[config.mk]
export PLATFORM = sky130hd
export DESIGN_NAME = fp_intermediate_wb_arbiter_flat
export DESIGN_NICKNAME = d
export VERILOG_FILES = /design/src/rtl/fp_intermediate_wb_arbiter_if.sv /design/src/rtl/fp_intermediate_wb_arbiter.sv /design/src/flat_wrapper.sv
export SDC_FILE = /design/constraint.sdc
export NUM_CORES = 1
export LEC_CHECK = 0
export BUFFER_PORTS_ARGS = -buffer_cell sky130_fd_sc_hd__buf_2
export CAP_MARGIN = 20
export CORE_AREA = 2 2 211 213
export DETAILED_ROUTE_END_ITERATION = 10
export DIE_AREA = 0 0 213 215
export PLACE_DENSITY_LB_ADDON = 0.05
export SYNTH_ARGS = -nofsm -noshare
export SYNTH_HDL_FRONTEND = slang
export SYNTH_SLANG_ARGS = --single-unit
export TNS_END_PERCENT = 1
[constraint.sdc]
create_clock -name clk -period 2.9 [get_ports clk]
set_input_delay 0.87 -clock clk [delete_from_list [all_inputs] [get_ports clk]]
set_output_delay 0.87 -clock clk [all_outputs]
set_load 0.005 [all_outputs]
[src/rtl/fp_intermediate_wb_arbiter_if.sv]
// Handshake bundle between the FP producer units, the intermediate-writeback
// arbiter and the shared normalization/rounding stage.
interface fp_intermediate_wb_arbiter_if #(
    parameter int NUM_UNITS = 3,
    parameter int ID_W      = 3,
    parameter int PAYLOAD_W = 128
);
    localparam int SRC_W = $clog2(NUM_UNITS);

    logic [NUM_UNITS-1:0]           unit_done;
    logic [NUM_UNITS*ID_W-1:0]      unit_id;
    logic [NUM_UNITS*PAYLOAD_W-1:0] unit_payload;
    logic [NUM_UNITS-1:0]           unit_ack;
    logic                           norm_valid;
    logic                           norm_ready;
    logic [ID_W-1:0]                norm_id;
    logic [PAYLOAD_W-1:0]           norm_payload;
    logic [SRC_W-1:0]               norm_src;

    // Producers plus normalization stage side
    modport master (
        output unit_done, unit_id, unit_payload, norm_ready,
        input  unit_ack, norm_valid, norm_id, norm_payload, norm_src
    );

    // Arbiter side
    modport slave (
        input  unit_done, unit_id, unit_payload, norm_ready,
        output unit_ack, norm_valid, norm_id, norm_payload, norm_src
    );
endinterface

[src/rtl/fp_intermediate_wb_arbiter.sv]
// Round-robin arbiter acking FP producers into a 2-entry buffer feeding normalization.
// Define FP_WB_ARB_FIXED_PRIORITY_EN for fixed priority (lowest index wins, no pointer).
module fp_intermediate_wb_arbiter #(
    parameter int NUM_UNITS = 3,
    parameter int ID_W      = 3,
    parameter int PAYLOAD_W = 128
) (
    input logic                         clk,
    input logic                         rst,
    fp_intermediate_wb_arbiter_if.slave bus
);
    localparam int SRC_W = $clog2(NUM_UNITS);

    logic [1:0]           count_q;
    logic [ID_W-1:0]      head_id_q, tail_id_q;
    logic [PAYLOAD_W-1:0] head_pay_q, tail_pay_q;
    logic [SRC_W-1:0]     head_src_q, tail_src_q;

    logic                 pop;
    logic                 push;
    logic                 space;
    logic                 gnt_found;
    logic [SRC_W-1:0]     gnt_idx;
    logic [ID_W-1:0]      push_id;
    logic [PAYLOAD_W-1:0] push_pay;

    assign bus.norm_valid   = (count_q != 2'd0);
    assign bus.norm_id      = head_id_q;
    assign bus.norm_payload = head_pay_q;
    assign bus.norm_src     = head_src_q;

    assign pop   = bus.norm_valid & bus.norm_ready;
    assign space = (count_q != 2'd2) | pop;
    // Gating with rst keeps ack low for the whole reset, not just after the next edge
    assign push  = space & gnt_found & rst;
    assign bus.unit_ack = push ? (NUM_UNITS'(1) << gnt_idx) : '0;

    // ---- Grant select ----
`ifdef FP_WB_ARB_FIXED_PRIORITY_EN
    always_comb begin
        gnt_found = 1'b0;
        gnt_idx   = '0;
        push_id   = '0;
        push_pay  = '0;
        for (int i = 0; i < NUM_UNITS; i++) begin
            if (!gnt_found && bus.unit_done[i]) begin
                gnt_found = 1'b1;
                gnt_idx   = SRC_W'(i);
                push_id   = bus.unit_id[i*ID_W +: ID_W];
                push_pay  = bus.unit_payload[i*PAYLOAD_W +: PAYLOAD_W];
            end
        end
    end
`else
    localparam logic [SRC_W-1:0] LAST_IDX = SRC_W'(NUM_UNITS - 1);

    logic [SRC_W-1:0] rr_ptr_q;

    // First pass covers indices at/above the pointer, second pass the wrapped range
    always_comb begin
        gnt_found = 1'b0;
        gnt_idx   = '0;
        push_id   = '0;
        push_pay  = '0;
        for (int i = 0; i < NUM_UNITS; i++) begin
            if (!gnt_found && bus.unit_done[i] && (SRC_W'(i) >= rr_ptr_q)) begin
                gnt_found = 1'b1;
                gnt_idx   = SRC_W'(i);
                push_id   = bus.unit_id[i*ID_W +: ID_W];
                push_pay  = bus.unit_payload[i*PAYLOAD_W +: PAYLOAD_W];
            end
        end
        for (int i = 0; i < NUM_UNITS; i++) begin
            if (!gnt_found && bus.unit_done[i]) begin
                gnt_found = 1'b1;
                gnt_idx   = SRC_W'(i);
                push_id   = bus.unit_id[i*ID_W +: ID_W];
                push_pay  = bus.unit_payload[i*PAYLOAD_W +: PAYLOAD_W];
            end
        end
    end

    always_ff @(posedge clk or negedge rst) begin
        if (!rst) begin
            rr_ptr_q <= '0;
        end else if (push) begin
            rr_ptr_q <= (gnt_idx == LAST_IDX) ? '0 : gnt_idx + 1'b1;
        end
    end
`endif

    // ---- Output buffer: head feeds norm_* directly, tail holds the second entry ----
    always_ff @(posedge clk or negedge rst) begin
        if (!rst) begin
            count_q    <= '0;
            head_id_q  <= '0;
            head_pay_q <= '0;
            head_src_q <= '0;
            tail_id_q  <= '0;
            tail_pay_q <= '0;
            tail_src_q <= '0;
        end else begin
            case ({push, pop})
                2'b10: begin
                    if (count_q == 2'd0) begin
                        head_id_q  <= push_id;
                        head_pay_q <= push_pay;
                        head_src_q <= gnt_idx;
                    end else begin
                        tail_id_q  <= push_id;
                        tail_pay_q <= push_pay;
                        tail_src_q <= gnt_idx;
                    end
                    count_q <= count_q + 2'd1;
                end
                2'b01: begin
                    head_id_q  <= tail_id_q;
                    head_pay_q <= tail_pay_q;
                    head_src_q <= tail_src_q;
                    count_q    <= count_q - 2'd1;
                end
                2'b11: begin
                    if (count_q == 2'd1) begin
                        head_id_q  <= push_id;
                        head_pay_q <= push_pay;
                        head_src_q <= gnt_idx;
                    end else begin
                        head_id_q  <= tail_id_q;
                        head_pay_q <= tail_pay_q;
                        head_src_q <= tail_src_q;
                        tail_id_q  <= push_id;
                        tail_pay_q <= push_pay;
                        tail_src_q <= gnt_idx;
                    end
                end
                default: begin
                end
            endcase
        end
    end
endmodule

[src/flat_wrapper.sv]
// flat-port wrapper written by rule: the top's interface ports become plain ports
module fp_intermediate_wb_arbiter_flat 
#(
    parameter int NUM_UNITS = 3,
    parameter int ID_W      = 3,
    parameter int PAYLOAD_W = 128
)
  (clk, rst, bus_unit_done, bus_unit_id, bus_unit_payload, bus_norm_ready, bus_unit_ack, bus_norm_valid, bus_norm_id, bus_norm_payload, bus_norm_src);
  fp_intermediate_wb_arbiter_if #(.NUM_UNITS(NUM_UNITS), .ID_W(ID_W), .PAYLOAD_W(PAYLOAD_W)) bus_i ();
  input logic clk;
  input logic rst;
  input wire logic [$bits(bus_i.unit_done)-1:0] bus_unit_done;
  input wire logic [$bits(bus_i.unit_id)-1:0] bus_unit_id;
  input wire logic [$bits(bus_i.unit_payload)-1:0] bus_unit_payload;
  input wire logic [$bits(bus_i.norm_ready)-1:0] bus_norm_ready;
  output wire logic [$bits(bus_i.unit_ack)-1:0] bus_unit_ack;
  output wire logic [$bits(bus_i.norm_valid)-1:0] bus_norm_valid;
  output wire logic [$bits(bus_i.norm_id)-1:0] bus_norm_id;
  output wire logic [$bits(bus_i.norm_payload)-1:0] bus_norm_payload;
  output wire logic [$bits(bus_i.norm_src)-1:0] bus_norm_src;
  assign bus_i.unit_done = bus_unit_done;
  assign bus_i.unit_id = bus_unit_id;
  assign bus_i.unit_payload = bus_unit_payload;
  assign bus_i.norm_ready = bus_norm_ready;
  assign bus_unit_ack = bus_i.unit_ack;
  assign bus_norm_valid = bus_i.norm_valid;
  assign bus_norm_id = bus_i.norm_id;
  assign bus_norm_payload = bus_i.norm_payload;
  assign bus_norm_src = bus_i.norm_src;
  fp_intermediate_wb_arbiter #(.NUM_UNITS(NUM_UNITS), .ID_W(ID_W), .PAYLOAD_W(PAYLOAD_W)) u_core (.clk(clk), .rst(rst), .bus(bus_i));
endmodule
==> impl_metrics.ini <==
[setup_path]
cp.depth = 8
r2r_cells = 9
regToRegSetupSlack_ps = 530
worstSetupPathType = in2out
critical_path.startpoint = bus_unit_done[2]
crit_path_end = bus_unit_ack[0]
startpoint_type = input pin
cp_num_buf_inv = 4
required_ps = 2030
cp_max_fo = 4
end_kind = output pin
cp_slowest_stage_delay_ps = 230
crit_family = buffers and inverters
timing.rr.start = u_core.rr_ptr_q[0]
r2r-end = u_core.bus.norm_payload[0]
path_cells = buf_2 -> buf_4 -> nor2b_2 -> o21a_2 -> nor2_4 -> nor3_2 -> buf_4 -> buf_2
crit_path_top_delay_cell = o21a_2
worst_ep_arrival_time_ps = 1950

[synthesis]
yosysTopAreaCell = dfrtp_1
synth-seq-cells = 270
yosys.area.top_type_share = 0.5705
ys_seq_area_frac = 0.5705
synthFlopType = dfrtp_1
synth_edf_count = 0
syn_avg_cell_area_sq_um = 10.66
async_reset_ff_frac = 1.000
yosysMostFrequentCell = dfrtp_1
synth_nets = 1516
synthDistinctLibCells = 41
yosys-top-cells-area = dfrtp_1, a222oi_1, a22oi_1, a21oi_1, nor2_1
yosys_warnings = 0
synth_cells = 1111
syn_area_sq_um = 11840
synth_commonest_cells = dfrtp_1, nor2_1, a21oi_1, a222oi_1, a22oi_1

[detailed_routing]
dr.first_iter.drc_count = 959
wl_um = 44590
ant_nets = 0
firstDrtPassIters = 7
vias = 11540
wl_per_cell_um = 19.69
routed_via_density = 5.096
drc = 0

[sta]
rsz0062_at_grt = false
fin_skew_ps = 9.786
slew_viol_final = 0
finalCritPeriodShare = 0.9711
fin_crit_ps = 2816
worst_pin_slew_ps = 977.7
hold_violations = 0
finalSetupViolCount = 0
whs_ps = 400.9
max_freq_mhz = 355.1
slew_headroom = 0.3482

[clock_network]
cts_tree = yes
h-tree-depth = 2
cts_buffers = 34
cts-root-buf = clkbuf_16
hold_buffers = 0
clk_pin_slew_ps = 60
cts_max_path_buffers = 3
clock-sinks = 270
clk_latency_ps = 510

[floorplanning]
num_io_pins = 536
die_h_um = 215
initial_utilization = 0.2714
fp.dieW_um = 213
rows = 77
design.core.area_sq_um = 43640
dieArea_sq_um = 45800

[layout]
nets = 2056
fin_cells = 2265
drive_gt1_frac = 0.4129
syn2layout_area_growth_pct = 43.11

[grt]
grt_max_degree = 123
grt_pass1_wl_um = 66230
antenna_found_initial = 4
grt_pass1_vias = 11160
track_usage = 0.1873
grt.overflow.total = 0

[placed_design]
gp_congestion = 0.7751
numPortBuffers = 535
hpwl_um = 32370
dp_cells = 2203

[power]
ir_drop_mv = 0.4171
power_density_nw_per_um2 = 1099
p_leak_uw = 0.007833

[min_path]
min_path_type = in2async

[run]
maxCapViolCount = 0

[outcome]
status = complete, no violations
==> worst reg2reg max path: stages, from the launching register on <==
cell and delay (ps):
dfrtp_1 460, nand2b_1 200, nand2_1 180, nor2_4 70
buf_4 140, buf_4 140, buf_4 200, a222oi_1 590
buf_4 220, o21ai_0 70
==> what timing repair did <==
action	4_1_cts	5_1_grt
endpoints found under the setup margin	3	2
setup buffers	2	2
gates resized for setup	9	2
pin swaps	2	1
endpoints found under the hold margin	0	0
==> layer usage <==
layer  wire, um  vias to the layer above  track usage
met1      18950                     5628       0.2406
met2      21610                      407       0.3169
li1           -                     5450            -
met3       3238                       51      0.04472
met5         41                        -            0
met4        750                        6      0.04359
==> registers in the layout, summed over array words and instances, names as in the netlist <==
name,cells
u_core.tail_id_q,3
u_core.bus.norm_id,3
u_core.bus.norm_payload,128
u_core.tail_pay_q,128
u_core.count_q,2
u_core.tail_src_q,2
u_core.rr_ptr_q,2
u_core.bus.norm_src,2
==> layout by cell type (no fill, tap or decap), drive strengths merged, types with 6 or more instances in the layout <==
master,Yosys,final
buf,54,621
clkbuf,63,50
dfrtp,270,270
inv,8,8
nand2,9,9
a22oi,130,130
a222oi,130,130
o21ai,135,135
nor2,139,139
ha,6,6
a21oi,132,132
==> report_power, final <==
group	internal [uW]	switching [uW]	total [uW]
Sequential	5620	958	6570
Clock	2680	1620	4300
Combinational	3430	4330	7760
==> worst min path at each step <==
| stage | to | from | slack, ps | depth (start not counted) |
|---|---|---|---|---|
| 6_report | u_core.bus.norm_payload[19] | rst | 400 | 2 |
| 5_1_grt | u_core.tail_pay_q[19] | rst | 420 | 2 |
| 4_1_cts | u_core.bus.norm_payload[19] | rst | 410 | 2 |
| 3_5_place_dp | u_core.bus.norm_payload[18] | u_core.tail_pay_q[18] | 490 | 2 |
| 3_3_place_gp | u_core.bus.norm_payload[19] | u_core.tail_pay_q[19] | 480 | 2 |
| 2_1_floorplan | u_core.count_q[0] | u_core.count_q[0] | 470 | 1 |
==> area by class of cell <==
cell class / count / area, sq um
Antenna cell: 2 / 5.005
Clock buffer: 50 / 1015
Fill cell: 4392 / 26690
Multi-Input combinational cell: 716 / 4623
Sequential cell: 270 / 6756
Timing Repair Buffer: 621 / 3671
Inverter: 8 / 30.03
Tap cell: 592 / 740.7
Clock inverter: 6 / 108.9
==> through the flow <==
| stage | setup slack, ps | instance area (sq um) | utilization | power (uW) | TNS [ps] |
|---|---|---|---|---|---|
| floorplan | 82.07 | 11840 | - | 10770 | 0 |
| global placement | -66.87 | 15750 | 0.3608 | 14380 | -982.7 |
| detailed placement | -158.0 | 15750 | 0.3608 | 14520 | -17880 |
| CTS | 13.81 | 16920 | 0.3876 | 18970 | 0 |
| global route | 0.8908 | 16950 | 0.3883 | 20080 | 0 |
| finish | 83.91 | 16950 | 0.3884 | 18630 | 0 |
==> cell families after synthesis <==
kind of cell             synth area share
AO/OA/AOI/OAI                      0.3159
XOR/XNOR                         0.001479
multiplexers                     0.001901
flip-flops                         0.5705
adder cells (fa/ha/maj)          0.006338
buffers and inverters             0.04764
AND/OR/NAND/NOR                   0.05631
No activity file was read; power rests on OpenSTA's default activity.
